File: src/rtl/apb_master_bridge.sv
// apb_master_bridge: single-outstanding CPU data-bus to APB master with address decode and timeout.
module apb_master_bridge #(
  parameter int          NUM_SLAVES = 4,
  parameter logic [31:0] BASE_ADDR  = 32'h1000_0000,
  parameter int          SLOT_LOG2  = 12,
  parameter int          TIMEOUT    = 255
) (
  input  logic                     clk,
  input  logic                     reset,
  input  logic                     transfer,
  input  logic                     write,
  input  logic [31:0]              addr,
  input  logic [31:0]              wdata,
  input  logic [3:0]               strb,
  output logic [31:0]              rdata,
  output logic                     ready,
  output logic                     err,
  output logic [31:0]              PADDR,
  output logic [31:0]              PWDATA,
  output logic [3:0]               PSTRB,
  output logic                     PWRITE,
  output logic                     PENABLE,
  output logic [NUM_SLAVES-1:0]    PSEL,
  input  logic [32*NUM_SLAVES-1:0] PRDATA,
  input  logic [NUM_SLAVES-1:0]    PREADY,
  input  logic [NUM_SLAVES-1:0]    PSLVERR
);
  localparam int SW = NUM_SLAVES > 1 ? $clog2(NUM_SLAVES) : 1;
  localparam int CW = $clog2(TIMEOUT + 1) > 8 ? $clog2(TIMEOUT + 1) : 8;
  typedef enum logic [1:0] {IDLE, SETUP, ACCESS} state_t;
  state_t                state_q, state_d;
  logic [31:0]           paddr_q, paddr_d, pwdata_q, pwdata_d, rdata_q, rdata_d;
  logic [3:0]            pstrb_q, pstrb_d;
  logic                  pwrite_q, pwrite_d, penable_q, penable_d, miss_q, miss_d;
  logic                  ready_q, ready_d, err_q, err_d;
  logic [NUM_SLAVES-1:0] psel_q, psel_d;
  logic [CW-1:0]         cnt_q, cnt_d;
  logic [31:0]           off, sel_rdata;
  logic [SW-1:0]         slot;
  logic                  hit, capture, sel_ready, sel_err, expired;
  // Offset arithmetic avoids overflow when the window ends at the top of the address space.
  assign off       = addr - BASE_ADDR;
  assign hit       = (addr >= BASE_ADDR) && ((off >> SLOT_LOG2) < 32'(NUM_SLAVES));
  assign slot      = off[SLOT_LOG2 +: SW];
  assign capture   = transfer && !ready_q;
  assign sel_ready = |(PREADY & psel_q);
  assign sel_err   = |(PSLVERR & psel_q);
  assign expired   = cnt_q == CW'(TIMEOUT - 1);
  always_comb begin
    sel_rdata = '0;
    for (int i = 0; i < NUM_SLAVES; i++)
      sel_rdata = sel_rdata | (psel_q[i] ? PRDATA[32*i +: 32] : 32'h0);
  end
  always_comb begin
    state_d = IDLE;
    case (state_q)
      IDLE:    state_d = capture ? SETUP : IDLE;
      SETUP:   state_d = miss_q ? IDLE : ACCESS;
      ACCESS:  state_d = (sel_ready || expired) ? IDLE : ACCESS;
      default: state_d = IDLE;
    endcase
  end
  always_comb begin
    paddr_d   = paddr_q;
    pwdata_d  = pwdata_q;
    pstrb_d   = pstrb_q;
    pwrite_d  = pwrite_q;
    penable_d = penable_q;
    psel_d    = psel_q;
    miss_d    = miss_q;
    cnt_d     = cnt_q;
    rdata_d   = rdata_q;
    ready_d   = 1'b0;
    err_d     = 1'b0;
    case (state_q)
      IDLE: if (capture) begin
        paddr_d  = addr;
        pwdata_d = wdata;
        pstrb_d  = write ? strb : 4'b0000;
        pwrite_d = write;
        miss_d   = !hit;
        psel_d   = hit ? NUM_SLAVES'(1) << slot : '0;
      end
      SETUP: begin
        penable_d = !miss_q;
        cnt_d     = '0;
        ready_d   = miss_q;
        err_d     = miss_q;
        rdata_d   = miss_q ? 32'h0 : rdata_q;
      end
      ACCESS: begin
        cnt_d = cnt_q + 1'b1;
        if (sel_ready || expired) begin
          psel_d    = '0;
          penable_d = 1'b0;
          ready_d   = 1'b1;
          err_d     = sel_ready ? sel_err : 1'b1;
          rdata_d   = (sel_ready && !pwrite_q) ? sel_rdata : 32'h0;
        end
      end
      default: ;
    endcase
  end
  always_ff @(posedge clk) begin
    if (reset) begin
      state_q   <= IDLE;
      paddr_q   <= '0;
      pwdata_q  <= '0;
      pstrb_q   <= '0;
      pwrite_q  <= 1'b0;
      penable_q <= 1'b0;
      psel_q    <= '0;
      miss_q    <= 1'b0;
      cnt_q     <= '0;
      rdata_q   <= '0;
      ready_q   <= 1'b0;
      err_q     <= 1'b0;
    end else begin
      state_q   <= state_d;
      paddr_q   <= paddr_d;
      pwdata_q  <= pwdata_d;
      pstrb_q   <= pstrb_d;
      pwrite_q  <= pwrite_d;
      penable_q <= penable_d;
      psel_q    <= psel_d;
      miss_q    <= miss_d;
      cnt_q     <= cnt_d;
      rdata_q   <= rdata_d;
      ready_q   <= ready_d;
      err_q     <= err_d;
    end
  end
  assign rdata   = rdata_q;
  assign ready   = ready_q;
  assign err     = err_q;
  assign PADDR   = paddr_q;
  assign PWDATA  = pwdata_q;
  assign PSTRB   = pstrb_q;
  assign PWRITE  = pwrite_q;
  assign PENABLE = penable_q;
  assign PSEL    = psel_q;
endmodule

File: config.mk
export PLATFORM = sky130hd
export DESIGN_NAME = apb_master_bridge
export DESIGN_NICKNAME = d
export VERILOG_FILES = /design/src/rtl/apb_master_bridge.sv
export SDC_FILE = /design/constraint.sdc
export NUM_CORES = 1
export LEC_CHECK = 0
export BUFFER_PORTS_ARGS = -buffer_cell sky130_fd_sc_hd__clkbuf_2
export CORE_UTILIZATION = 35
export DETAILED_ROUTE_END_ITERATION = 10
export PLACE_DENSITY_LB_ADDON = 0.05
export SYNTH_ARGS = -nofsm -noshare
export SYNTH_HDL_FRONTEND = slang
export SYNTH_SLANG_ARGS = --single-unit
export TNS_END_PERCENT = 1
File: constraint.sdc
create_clock -name clk -period 3 [get_ports clk]
set_clock_uncertainty 0.15 [all_clocks]
set_input_delay 0 -clock clk [delete_from_list [all_inputs] [get_ports clk]]
set_output_delay 0 -clock clk [all_outputs]
set_load 0.05 [all_outputs]
==> reports/results.ini <==
[setup_path]
path_class = reg2reg
setup.reg_to_reg.worst_slack_ns = 0.27
cp_max_fo = 18
arrival_ns = 2.89
start_kind = flip-flop
worstReg2RegStart = PSEL[1]$_SDFFE_PP0P_
cp.required_ns = 3.16
rr_worst_depth = 6
r2r_end = state_q[1]$_SDFF_PP0_
endpoint_kind = flip-flop

[routing]
wl_per_cell_um = 15.6
dr.pass1.iters = 4
final_antenna_net_count = 0
routed_wl_mm = 19.2
vias = 6078
drt_iter0_markers = 407
route.detailed.drc = 0
viasPerCell = 4.95

[power]
p_switching_mw = 1.19
seqPwrFrac = 0.384
ir_worst_vdd_mv = 0.328
p_total_mw = 4.40
power_density_mw_per_mm2 = 500
p_int_mw = 3.21
combPwrFrac = 0.182
pwr-share-clk = 0.434
power.leakage_nw = 3.80
swShare = 0.270

[worst_hold_path]
whs_endpoint = err$_SDFF_PP0_
min_from = PSLVERR[2]
whs_path_depth = 4
hold_class = in2reg

[layout]
drive_gt1_frac = 0.349
antennaDiodeCount = 0
final_cell_count_no_fill = 1228
final_util = 0.608
post-route-cell-area_mm2 = 0.00881
syn_to_final_growth_pct = 70.7
nNetsFinal = 1250

[floorplanning]
die-height_um = 123
coreArea_mm2 = 0.0145
io_pins = 316
die_w_um = 123
start_util = 0.356
dieArea_mm2 = 0.0152
rows = 44

[logic_synthesis]
netlist.top_cell.by_area = dfxtp_1
synth_edf_count = 0
synth_adder_area_share = 0.0145
syn-num-nets = 813
synth_commonest_cells = nand2_1 (140), dfxtp_1 (119), a21oi_1 (74)
synth_top_family_by_area = compound AO/OA/AOI/OAI gates
synthMuxAreaShare = 0.00776
synthFlopType = dfxtp_1
yosysMostFrequentCell = nand2_1
synth-simple-area-share = 0.165
yosys_warnings = 0
synth-seq-cells = 119
syn_area_per_cell_um2 = 8.62
netlist.area_leader.share = 0.462
async_flop_share = 0
synth-seq-area-share = 0.462
yosysUniqueCellTypes = 40
synth_area_leaders = dfxtp_1 (46%), nand2_1 (10%), a21oi_1 (7.2%), a221oi_1 (5.4%), a22o_1 (5.4%)
synthXorXnorAreaFrac = 0.00848
synth_compound_area_frac = 0.267
postSynthCellCount = 599
synth_area_mm2 = 0.00516

[clock_tree]
numCtsBuffers = 17
cts_sinks = 119
cts_tree = yes
clk_pin_slew_worst_paths_ns = 0.05
clockBufferDepth = 2
clock_latency_ns = 0.40
root_buffer = clkbuf_16
cts_resized = 0
cts_setup_buffers = 0
cts-htree-levels = 4

[place]
pre_cts_slack_ns = 0.820
post-place-cells = 1056
placed_cell_area_mm2 = 0.00681
portBuffers = 315
hpwl_mm = 12.7
gp_congestion = 0.814

[run]
drv_cap = 0

[sta]
finalCriticalPeriod_ns = 2.73
setup_violations = 0
finalCritPeriodShare = 0.911
final.setup.worst_slack_ns = 0.266
tns_ns = 0
rsz0062_at_grt = no
max_freq_ghz = 0.366
whs_ns = 0.0654
max_slew_margin = 0.510
worst_slew_pin_slew_ns = 0.735
finalMaxSlewViolations = 0
finalHoldViolations = 0

[global_routing]
grt_pass1_wl_mm = 28.8
grt.total_usage = 0.247
grt_overflow = 0
antenna_found_initial = 0
grt_max_degree = 116
grt_pass1_vias = 5901

[status]
status = finished, final reports clean

layout by cell type (no fill, tap or decap), types with 4 or more instances in the layout:
cell type and instances:
clkbuf_2 314, nand2_1 140, a21oi_1 74, nand2b_1 11, a22o_1 32, clkbuf_16 17
nor2_1 10, o32ai_1 28, dfxtp_1 119, xor2_1 4, buf_4 10, ha_1 6
a221oi_1 32, mux2i_1 4, inv_1 37, o32ai_2 5, nand3_1 7, nand4_1 6
dlygate4sd3_1 145
power groups by stage:
stage          clock network (mW)  logic (mW)  registers [mW]
2_1_floorplan                   0       0.214            1.94
3_3_place_gp                    0       0.677            1.72
3_5_place_dp                    0       0.686            1.72
4_1_cts                      1.96       0.800            1.69
5_1_grt                      2.03       0.866            1.70
6_report                     1.91       0.803            1.69
critical path, stage by stage, from the launching register on:
cell,delay [ns]
dfxtp_1,0.52
a22oi_1,0.27
dlygate4sd3_1,0.62
and2_4,0.20
dlygate4sd3_1,0.57
nand2_1,0.06
a211oi_1,0.25
flip-flops by register name (all words and copies together) (netlist names):
name,cells
PADDR,32
PWDATA,32
rdata,32
cnt_q,8
PSEL,4
PSTRB,4
state_q,2
PENABLE,1
PWRITE,1
err,1
miss_q,1
ready,1
metal layers:
layer	vias up	routed length (um)	global-route usage
met3	45	1460	0.0775
met2	243	9710	0.430
li1	3012	-	-
met1	2778	7320	0.265
met4	0	682	0.136
met5	-	0	0
cell type report:
cell class	count	area, um2
Clock inverter	5	75.1
Fill cell	1278	5670
Sequential cell	119	2380
Inverter	37	139
Multi-Input combinational cell	391	2390
Timing Repair Buffer	470	3120
Tap cell	184	230
Clock buffer	22	474
timing repair:
action                     CTS  global route
hold buffers               145             0
setup endpoints to repair    0             0
hold endpoints to repair   109             0
worst max-delay path by stage:
stage / startpoint / end / slack, ns / cells after the start
2_1_floorplan: PSEL[3]$_SDFFE_PP0P_ / rdata[28]$_SDFFE_PP0P_ / 1.17 / 6
3_3_place_gp: PSEL[1]$_SDFFE_PP0P_ / rdata[4]$_SDFFE_PP0P_ / 0.97 / 5
3_5_place_dp: PSEL[1]$_SDFFE_PP0P_ / rdata[6]$_SDFFE_PP0P_ / 0.82 / 5
4_1_cts: PSEL[1]$_SDFFE_PP0P_ / state_q[1]$_SDFF_PP0_ / 0.28 / 6
5_1_grt: PSEL[1]$_SDFFE_PP0P_ / state_q[1]$_SDFF_PP0_ / 0.08 / 6
6_report: PSEL[1]$_SDFFE_PP0P_ / state_q[1]$_SDFF_PP0_ / 0.27 / 6
cells by family (layout without fill, tap and decap cells):
logic type	after synthesis	count (layout)
AO/OA/AOI/OAI	184	184
XOR/XNOR	5	5
adder cells (fa/ha/maj)	6	6
buffers and inverters	89	534
flip-flops	119	119
multiplexers	4	4
AND/OR/NAND/NOR	192	192
No activity file was read; power rests on OpenSTA's default activity.
